$ cat src/rtl/cpu_pkg.sv
// Shared CPU constants and types.
// Used by the decoder, register file and multiplier.
package cpu_pkg;

  localparam int DATA_W     = 8;
  localparam int REG_ADDR_W = 3;

  typedef enum logic [1:0] {
    MUL_IDLE = 2'd0,
    MUL_RUN  = 2'd1,
    MUL_WB   = 2'd2
  } mul_state_e;

  localparam logic [3:0] OP_MUL = 4'b1010;

endpackage

$ cat src/rtl/mul_datapath.sv
// Shift-add datapath: accumulator, shifted multiplicand
// and multiplier, plus the partial-product adder.
module mul_datapath
  import cpu_pkg::*;
#(
  parameter int WIDTH = DATA_W
) (
  input  logic               clk,
  input  logic               rst_n,
  input  logic               load,
  input  logic               step,
  input  logic [WIDTH-1:0]   op_a,
  input  logic [WIDTH-1:0]   op_b,
  output logic [2*WIDTH-1:0] acc_nxt
);

  logic [2*WIDTH-1:0] acc_q, acc_d;
  logic [2*WIDTH-1:0] mcand_q, mcand_d;
  logic [WIDTH-1:0]   mplier_q, mplier_d;

  assign acc_nxt = acc_q + (mplier_q[0] ? mcand_q : '0);

  // Load operands on accept, otherwise consume one multiplier bit per step.
  always_comb begin
    acc_d    = acc_q;
    mcand_d  = mcand_q;
    mplier_d = mplier_q;
    if (load) begin
      acc_d    = '0;
      mcand_d  = {{WIDTH{1'b0}}, op_a};
      mplier_d = op_b;
    end else if (step) begin
      acc_d    = acc_nxt;
      mcand_d  = mcand_q << 1;
      mplier_d = mplier_q >> 1;
    end
  end

  // Datapath registers.
  always_ff @(posedge clk or negedge rst_n) begin
    if (!rst_n) begin
      acc_q    <= '0;
      mcand_q  <= '0;
      mplier_q <= '0;
    end else begin
      acc_q    <= acc_d;
      mcand_q  <= mcand_d;
      mplier_q <= mplier_d;
    end
  end

endmodule

$ cat src/rtl/mul_unit.sv
// Multi-cycle unsigned shift-add multiplier feeding the
// register file write port with a one-cycle WRITE strobe.
module mul_unit
  import cpu_pkg::*;
#(
  parameter int WIDTH  = DATA_W,
  parameter int ADDR_W = REG_ADDR_W
) (
  input  logic              CLK,
  input  logic              RESET,
  input  logic              START,
  input  logic [WIDTH-1:0]  OPERAND1,
  input  logic [WIDTH-1:0]  OPERAND2,
  input  logic [ADDR_W-1:0] DESTADDR,
  output logic [WIDTH-1:0]  RESULT,
  output logic [ADDR_W-1:0] WRITEADDR,
  output logic              WRITE,
  output logic              BUSY,
  output logic              OVERFLOW
);

  localparam int CW = $clog2(WIDTH);
  localparam logic [CW-1:0] LAST = CW'(WIDTH - 1);

  mul_state_e         state_q, state_d;
  logic [CW-1:0]      count_q, count_d;
  logic [ADDR_W-1:0]  dest_q, dest_d;
  logic [WIDTH-1:0]   result_q, result_d;
  logic [ADDR_W-1:0]  waddr_q, waddr_d;
  logic               ovf_q, ovf_d;
  logic               write_q, write_d;
  logic               busy_q, busy_d;
  logic               load, step;
  logic [2*WIDTH-1:0] acc_nxt;

  mul_datapath #(.WIDTH(WIDTH)) u_dp (
    .clk     (CLK),
    .rst_n   (RESET),
    .load    (load),
    .step    (step),
    .op_a    (OPERAND1),
    .op_b    (OPERAND2),
    .acc_nxt (acc_nxt)
  );

  // Next-state and registered-output logic.
  always_comb begin
    state_d  = state_q;
    count_d  = count_q;
    dest_d   = dest_q;
    result_d = result_q;
    waddr_d  = waddr_q;
    ovf_d    = ovf_q;
    write_d  = 1'b0;
    busy_d   = 1'b0;
    load     = 1'b0;
    step     = 1'b0;
    unique case (state_q)
      MUL_IDLE: begin
        if (START) begin
          load    = 1'b1;
          count_d = '0;
          dest_d  = DESTADDR;
          ovf_d   = 1'b0;
          busy_d  = 1'b1;
          state_d = MUL_RUN;
        end
      end
      MUL_RUN: begin
        step    = 1'b1;
        busy_d  = 1'b1;
        count_d = count_q + 1'b1;
        if (count_q == LAST) begin
          state_d  = MUL_WB;
          write_d  = 1'b1;
          result_d = acc_nxt[WIDTH-1:0];
          waddr_d  = dest_q;
          ovf_d    = |acc_nxt[2*WIDTH-1:WIDTH];
        end
      end
      MUL_WB: begin
        state_d = MUL_IDLE;
      end
      default: begin
        state_d = MUL_IDLE;
      end
    endcase
  end

  // Control and output registers.
  always_ff @(posedge CLK or negedge RESET) begin
    if (!RESET) begin
      state_q  <= MUL_IDLE;
      count_q  <= '0;
      dest_q   <= '0;
      result_q <= '0;
      waddr_q  <= '0;
      ovf_q    <= 1'b0;
      write_q  <= 1'b0;
      busy_q   <= 1'b0;
    end else begin
      state_q  <= state_d;
      count_q  <= count_d;
      dest_q   <= dest_d;
      result_q <= result_d;
      waddr_q  <= waddr_d;
      ovf_q    <= ovf_d;
      write_q  <= write_d;
      busy_q   <= busy_d;
    end
  end

  assign RESULT    = result_q;
  assign WRITEADDR = waddr_q;
  assign WRITE     = write_q;
  assign BUSY      = busy_q;
  assign OVERFLOW  = ovf_q;

endmodule

$ cat config.mk
export PLATFORM = sky130hd
export DESIGN_NAME = mul_unit
export DESIGN_NICKNAME = d
export VERILOG_FILES = /design/src/rtl/cpu_pkg.sv /design/src/rtl/mul_datapath.sv /design/src/rtl/mul_unit.sv
export SDC_FILE = /design/constraint.sdc
export NUM_CORES = 1
export LEC_CHECK = 0
export BUFFER_PORTS_ARGS = -buffer_cell sky130_fd_sc_hd__buf_2
export CAP_MARGIN = 25
export CELL_PAD_IN_SITES_DETAIL_PLACEMENT = 0
export CELL_PAD_IN_SITES_GLOBAL_PLACEMENT = 1
export CORE_ASPECT_RATIO = 1.5
export CORE_MARGIN = 2
export CORE_UTILIZATION = 43
export CTS_BUF_LIST = sky130_fd_sc_hd__clkbuf_8
export CTS_CLUSTER_DIAMETER = 100
export DETAILED_ROUTE_END_ITERATION = 7
export PLACE_DENSITY = 0.89
export SYNTH_ARGS = -nofsm -noshare
export SYNTH_HDL_FRONTEND = slang
export SYNTH_SLANG_ARGS = --single-unit
$ cat constraint.sdc
create_clock -name CLK -period 3.11 [get_ports CLK]
set_input_delay 0.4665 -clock CLK [delete_from_list [all_inputs] [get_ports CLK]]
set_output_delay 0.4665 -clock CLK [all_outputs]
set_load 0.01 [all_outputs]
Yosys cells after proc, flatten, opt, wreduce, memory -nomap -nowiden:

Index checks and enable logic that the tools add are counted.
W data, S select, Z words.

* bits in registers: 62
* input bits: 22
* output and inout port bits: 14

* add/subtract/negate cells: 2
* eq/ne operators: 4
* multiplexer cells: 21
* reductions and logical operators: 9

Operators by type and width (number)
* $mux W16: 5
* $add A16 B16 Y16: 1
* $mux W8: 2
* $reduce_and A2 Y1: 4
* $reduce_or A8 Y1: 1
* $mux W1: 7
* $pmux W3 S2: 1
* $mux W2: 2
* $ne A2 B2 Y1 const B: 2
* $pmux W1 S2: 2
* $pmux W2 S2: 1
* $reduce_bool A2 Y1: 2
* $add A3 B1 Y3 const B: 1
* $eq A3 B3 Y1 const B: 1
* $mux W3: 1
* $reduce_and A3 Y1: 1
* $eq A2 B1 Y1 const B: 1
* $logic_not A2 Y1: 1

Depth between registers and ports, before layout:

Gate-level depths: netlist of the first run.

* depth after elaboration: 5
* mapped depth: 11

Modules after synthesis:

Synthesis of the first run repeated with hierarchy kept, for this count alone.

* cells, all modules: 337
* area, all modules: 3453.3 sq um

Modules (own cells, without submodules)
* mul_datapath: instances 1, cells an instance 279, area an instance 2567.5 sq um, sequential area each 1001.0 sq um
* mul_unit: instances 1, cells an instance 58, area an instance 885.8 sq um, sequential area each 550.5 sq um

Worst setup path after synthesis of the first run:

OpenSTA, ideal clock, no wires.

* kind: reg-to-reg
* start: register u_dp.mplier_q[0]
* end: register ovf_q (netlist: OVERFLOW)
* library setup time: 0.129 ns
* data arrival time: 2.936 ns
* setup slack: 0.044 ns
* stages on the path, launching flop included: 12
* cells stage by stage: dfrtp_1 clkbuf_1 and2_1 ha_1 fa_1 a21o_1 a221oi_2 a311oi_1 a31oi_2 xnor2_1 or4_1 o41a_1

* longest elaborated chain between the ends: 5

Ends and longest elaborated chain
* start: declaration: line mul_datapath.sv:19 `logic [WIDTH-1:0] mplier_q, mplier_d;`
* start signal: assignment: line mul_datapath.sv:48 `mplier_q <= mplier_d;`
* $mux W16: line mul_datapath.sv:21 `assign acc_nxt = acc_q + (mplier_q[0] ? mcand_q : '0);`
* $add A16 B16 Y16: line mul_datapath.sv:21
* $reduce_or A8 Y1: line mul_unit.sv:78 `ovf_d = |acc_nxt[2*WIDTH-1:WIDTH];`
* $mux W1: line mul_unit.sv:73 `if (count_q == LAST) begin`
* $pmux W1 S2: line mul_unit.sv:58 `unique case (state_q)`
* end signal: assignment: line mul_unit.sv:107 `ovf_q <= ovf_d;`
* end: declaration: line mul_unit.sv:30 `logic ovf_q, ovf_d;`

Every way passes these cells. The select of a mux whose other input is x is not followed.
A chain may end at the register's enable or synchronous reset.

Worst setup path after layout of the first run:

Ends and elaborated chain as after synthesis.

==> metrics, run 1 <==
library cells used by synthesis 45; Placement Cell Area 3620 um^2; CTS tree built; Worst-path clk slew 70 ps; post-synthesis compound-gate area fraction 23.1%; Yosys top cell area share 47.3%; Total Neg Setup Slack 0 ps; area overhead of the layout relative to synthesis 17.1%; Psw 1.24 mW; combinational fraction of design power 40.2%; simple-gate portion of the synthesized area 11.9%; drt via density 5.51; Leak 1.84 nW; drt drc 0; IO Port Bufs 35; pin count of the biggest net entering global routing 37; Slew HR 46.4%; Total GRT Usage 19.9%; Hold WC Path Type in -> async; Max Clk Rate 0.333 GHz; DIE AREA 8350 um^2; initial antenna violation count 0; Seq/Total Area, Yosys 47.3%; post-synthesis mux area share 4.12%; # diodes 0; max_cap viols 0; Worst-Margin Slew 805 ps; register share of total power 40.3%; I/O pin count 36; core area 7510 um^2; Crit-path slowest cell or4_1; final WL 7.54 mm; final-report hold violation count 0; Pins Over Slew Limit 0; global route overflow 0; DRT antenna net count 0; dpl hpwl 5.58 mm; Sw Share 37.3%; vias 2513; fin nets 389; VDD IR-drop max 503 uV; clock share of power 19.6%; hold buffers post-CTS 0; Post-Syn Area per Cell 10.7 um^2; Synth area leaders dfrtp_1 47%, a22o_1 6.9%, ha_1 6.5%; Clock Skew 6.66 ps; H-tree lvl count 3; Initial Util 43.6%; final worst path period need 3000 ps; Wirelength per Cell 16.5 um; die extent in x 75.3 um; RSZ-0062 raised after global routing no; post-synthesis cell area 3280 um^2; commonest non-fill, non-tap cell in the layout dfrtp_1; Post-Synth Adder-Cell Area 7.10%; crit path max fanout 12; cell family with most CP delay simple AND/OR/NAND/NOR gates; crit path buf inv count 1; Post-Synth XOR/XNOR Area 4.01%; Syn. warnings 0; Tcrit/Tclk final 96.4%; WS Path Type reg -> reg; crit-path cells buf_4, and2_1, ha_1, nand2_2, nor3_4, a2111oi_2, nor2_1, xnor2_1, or4_1, o41a_1; CTS Buffer Depth 2; worst skew pair latency 340 ps; routability-driven placement congestion ratio 0.828; Cells after Synth 305; #FFs+latches synth 62; DRT Pass-1 Iters 5; startpoint class of the critical path flop; WP data required 3330 ps; Syn Nets 345; PwrDens 868 nW/um^2; clk root buf clkbuf_8; largest family of logic cells by synthesized area compound AO/OA/AOI/OAI gates; CTS Buf Count 9; drt first-iter violations 140; type of destination of the critical path flop; Critical Path Max Stage Delay 520 ps; number of global-route vias before repair 2574; Int Power 2.09 mW; final instance area 3840 um^2; arrival time at the worst endpoint 3220 ps; # setup viols final 0; status complete, no violations; CTS sink count 62; area leader, netlist dfrtp_1; Fillers 707; most frequent cells in the layout 62 x dfrtp_1, 35 x buf_2, 26 x a22o_1; share of post-route cells with drive strength above 1 26.8%; global-route wire length before repair 12.5 mm; die height 111 um; row cnt 39
metal layers:
metal | vias up | global-route usage (%) | wire length, um
met2 | 52 | 34.3 | 4150
li1 | 1200 | - | -
met1 | 1244 | 23.0 | 2960
met5 | - | 0 | 0
met4 | 0 | 7.72 | 189
met3 | 17 | 4.82 | 239
area by class of cell:
type,instances,area (um^2),share of cell area (%)
clock buffers,12,165,4.30
clock inverters,4,21.3,0.554
inverters,7,26.3,0.684
flip-flops and latches,62,1550,40.4
repair buffers,47,265,6.91
well taps,102,128,3.32
multi-input cells,222,1680,43.8
synthesized netlist by cell type (all sizes together):
cell type	instances
or3b	1
o21bai	2
a211oi	2
or3	1
or2	1
a21o	3
fa	1
a2111oi	2
mux2	12
clkinv	1
o21a	2
o31ai	1
and2	15
a22o	26
nand2	19
a21oi	20
a31oi	3
xnor2	13
xor2	2
nor2	10
o41a	1
or4	1
a221oi	1
and3	4
inv	6
o22a	1
clkbuf	13
o21ai	25
nor2b	16
a22oi	14
nor3	3
ha	17
dfrtp	62
buf	1
nand2b	1
a311oi	2
what timing repair did:
item,in CTS,in global routing
gates cloned,0,0
pin swaps,1,9
setup endpoints to repair,1,1
setup buffers,0,1
resized for setup,0,7
through the flow:
step | util (%) | total power [mW] | setup slack (ps) | hold slack [ps] | std cells
4_1_cts | 50.6 | 3.34 | 43.4 | 233 | 455
3_5_place_dp | 48.1 | 2.67 | 10.8 | 470 | 439
3_3_place_gp | 48.1 | 2.62 | 84.0 | 456 | 439
6_report | 51.1 | 3.33 | 111 | 202 | 456
2_1_floorplan | - | 2.23 | 44.4 | 171 | 305
5_1_grt | 51.1 | 3.57 | 5.66 | 277 | 456
registers in the layout, indices dropped and copies added (netlist names):
register       flops
u_dp.acc_q        16
u_dp.mcand_q      16
OVERFLOW           1
BUSY               1
WRITE              1
u_dp.mplier_q      8
WRITEADDR          3
RESULT             8
state_q            2
count_q            3
dest_q             3
final timing paths:
| path | cells after the start | slack (ps) | end | start |
|---|---|---|---|---|
| max in group asynchronous | 2 | 2150 | u_dp.acc_q[3]$_DFFE_PN0N_ | RESET |
| min in group CLK | 2 | 350 | u_dp.mcand_q[0]$_DFFE_PN0N_ | OPERAND1[0] |
| min reg2reg | 2 | 480 | RESULT[5]$_DFFE_PN0P_ | RESULT[5]$_DFFE_PN0P_ |
| max | 10 | 110 | OVERFLOW$_DFFE_PN0P_ | u_dp.mplier_q[0]$_DFFE_PN0N_ |
| max reg2reg | 10 | 110 | OVERFLOW$_DFFE_PN0P_ | u_dp.mplier_q[0]$_DFFE_PN0N_ |
| min | 1 | 200 | u_dp.mcand_q[12]$_DFFE_PN0N_ | RESET |
power by group through the flow:
stage,combinational [mW],sequential [mW],clock (mW)
after floorplan,0.911,1.32,0
after global placement,1.29,1.34,0
after detailed placement,1.32,1.35,0
after CTS,1.32,1.34,0.671
after global routing,1.48,1.38,0.705
final,1.34,1.34,0.652
kinds of logic (layout without fill, tap and decap cells):
logic type               Yosys count  after routing
multiplexers                      12             12
adder cells (fa/ha/maj)           18             18
flip-flops                        62             62
AND/OR/NAND/NOR                   72             72
XOR/XNOR                          15             15
buffers and inverters             21             70
AO/OA/AOI/OAI                    105            105
Note: power is estimated with default switching activity, not from simulation.
==> run 2: changes to the inputs <==
--- a/config.mk
+++ b/config.mk
@@ -5,16 +5,16 @@
 export SDC_FILE = /design/constraint.sdc
 export NUM_CORES = 1
 export LEC_CHECK = 0
-export BUFFER_PORTS_ARGS = -buffer_cell sky130_fd_sc_hd__buf_2
 export CAP_MARGIN = 25
 export CELL_PAD_IN_SITES_DETAIL_PLACEMENT = 0
 export CELL_PAD_IN_SITES_GLOBAL_PLACEMENT = 1
 export CORE_ASPECT_RATIO = 1.5
 export CORE_MARGIN = 2
-export CORE_UTILIZATION = 43
+export CORE_UTILIZATION = 47
 export CTS_BUF_LIST = sky130_fd_sc_hd__clkbuf_8
 export CTS_CLUSTER_DIAMETER = 100
 export DETAILED_ROUTE_END_ITERATION = 7
+export DONT_BUFFER_PORTS = 1
 export PLACE_DENSITY = 0.89
 export SYNTH_ARGS = -nofsm -noshare
 export SYNTH_HDL_FRONTEND = slang
==> run 2 against run 1 <==
Compared with the run above:
- flip-flop and latch count is the same
- fmax is essentially flat
- setup slack lost 2.8 ps
==> metrics, run 2 (synthesis gave the netlist of run 1 again) <==
DRT Pass-1 Iters 4 (was 5); Placement Cell Area 3390 um^2 (was 3620 um^2); WP data required 3330 ps (about the same); commonest non-fill, non-tap cell in the layout dfrtp_1 (unchanged); final instance area 3690 um^2 (was 3840 um^2); number of global-route vias before repair 2517 (was 2574); drt first-iter violations 127 (was 140); H-tree lvl count 3 (unchanged); area overhead of the layout relative to synthesis 12.6% (was 17.1%); CTS Buf Count 9 (unchanged); DIE AREA 7670 um^2 (was 8350 um^2); CTS sink count 62 (unchanged); core area 6810 um^2 (was 7510 um^2); DRT antenna net count 0 (unchanged); pin count of the biggest net entering global routing 63 (was 37); Worst-path clk slew 70 ps (about the same); die height 106 um (was 111 um); hold_ws 266 ps (was 202 ps); arrival time at the worst endpoint 3220 ps (about the same); Slew HR 52.2% (was 46.4%); worst skew pair latency 340 ps (about the same); non-filler instance count after layout 395 (was 456); Fillers 577 (was 707); Tcrit/Tclk final 96.5% (was 96.4%); Hold WC Path Type in -> reg (was in -> async); fin nets 353 (was 389); PwrDens 897 nW/um^2 (was 868 nW/um^2); Clock Skew 7.13 ps (was 6.66 ps); top flop regs u_dp.acc_q (16), u_dp.mcand_q (16) (unchanged); type of destination of the critical path flop (unchanged); Wirelength per Cell 19.2 um (was 16.5 um); area taken by flip-flops and latches 1550 um^2 (unchanged); final-report hold violation count 0 (unchanged); status complete, no violations (unchanged); row cnt 37 (was 39); drt via density 6.17 (was 5.51); crit path max fanout 12 (unchanged); drt drc 0 (unchanged); startpoint class of the critical path flop (unchanged); # diodes 0 (unchanged); share of post-route cells with drive strength above 1 18.9% (was 26.8%); VDD IR-drop max 648 uV (was 503 uV); routability-driven placement congestion ratio 0.879 (was 0.828); WS Path Type reg -> reg (unchanged); IO Port Bufs 0 (was 35); vias 2439 (was 2513); Total Neg Setup Slack 0 ps (unchanged); clk root buf clkbuf_8 (unchanged); Initial Util 48.2% (was 43.6%); Worst-Margin Slew 717 ps (was 805 ps); CTS tree built (unchanged); Multi-input gate area 1720 um^2 (was 1680 um^2); global-route wire length before repair 12.3 mm (was 12.5 mm); dpl hpwl 5.40 mm (was 5.58 mm); global route overflow 0 (unchanged); CTS Buffer Depth 2 (unchanged); Total GRT Usage 21.2% (was 19.9%); Max Clk Rate 0.333 GHz (about the same); placed insts 377 (was 439); die extent in x 72.2 um (was 75.3 um); most frequent cells in the layout 62 x dfrtp_1, 26 x a22o_1, 21 x o21ai_0 (was 62 x dfrtp_1, 35 x buf_2, 26 x a22o_1); initial antenna violation count 0 (unchanged); final worst path period need 3000 ps (about the same); max_cap viols 0 (unchanged); I/O pin count 36 (unchanged); Pins Over Slew Limit 0 (unchanged); # setup viols final 0 (unchanged); Leak 1.68 nW (was 1.84 nW); final WL 7.59 mm (was 7.54 mm)
[run 2: final timing paths]
check,startpoint,endpoint,slack [ps],cells past startpoint
setup / recovery,u_dp.mplier_q[0]$_DFFE_PN0N_,OVERFLOW$_DFFE_PN0P_,110,10
hold / removal,OPERAND1[0],u_dp.mcand_q[0]$_DFFE_PN0N_,270,1
setup reg to reg,u_dp.mplier_q[0]$_DFFE_PN0N_,OVERFLOW$_DFFE_PN0P_,110,10
hold reg to reg,dest_q[0]$_DFFE_PN0P_,WRITEADDR[0]$_DFFE_PN0P_,500,1
max in group asynchronous,RESET,u_dp.acc_q[10]$_DFFE_PN0N_,2170,2
min in group asynchronous,RESET,RESULT[2]$_DFFE_PN0P_,650,2
[run 2: timing repair]
action                                  4_1_cts  5_1_grt
endpoints found under the setup margin        1        1
hold buffers                                  2        0
buffers inserted                              0        1
pin swaps                                     1       10
endpoints found under the hold margin        62        0
resized for setup                             0       12
[run 2: layer usage]
layer	track usage, %	share of wire (%)	vias up
met3	4.64	5.2	24
li1	-	-	1126
met1	23.7	37	1225
met5	0	0	-
met2	36.7	55	64
met4	11.6	3.6	0
[run 2: metrics by stage]
step	setup slack [ps]	util (%)	power (mW)
detailed placement	7.62	49.8	2.56
global placement	69.8	49.8	2.52
CTS	11.3	53.1	3.28
finish	108	54.3	3.31
floorplan	44.4	-	2.23
global route	-20.1	54.3	3.53
[run 2: report_power, final]
part,internal [mW],switching (mW)
Combinational,0.571,0.666
Sequential,1.12,0.270
Clock,0.381,0.301
[run 2: final cells by class]
cell class                      count  area share (%)
Clock buffer                       10            3.73
Clock inverter                      5            1.36
Inverter                            7           0.712
Multi-Input combinational cell    222            46.7
Sequential cell                    62            42.0
Tap cell                           78            2.64
Timing Repair Buffer               11            2.85
[run 2: worst max-delay path, stage by stage, from the launching register on]
cell and delay, ps:
dfrtp_1 420, buf_4 190, and2_1 190, ha_4 310, nand2_1 100, nor3_4 280
a21oi_2 100, xnor2_1 160, or3_1 340, or4_1 470, o41a_1 310
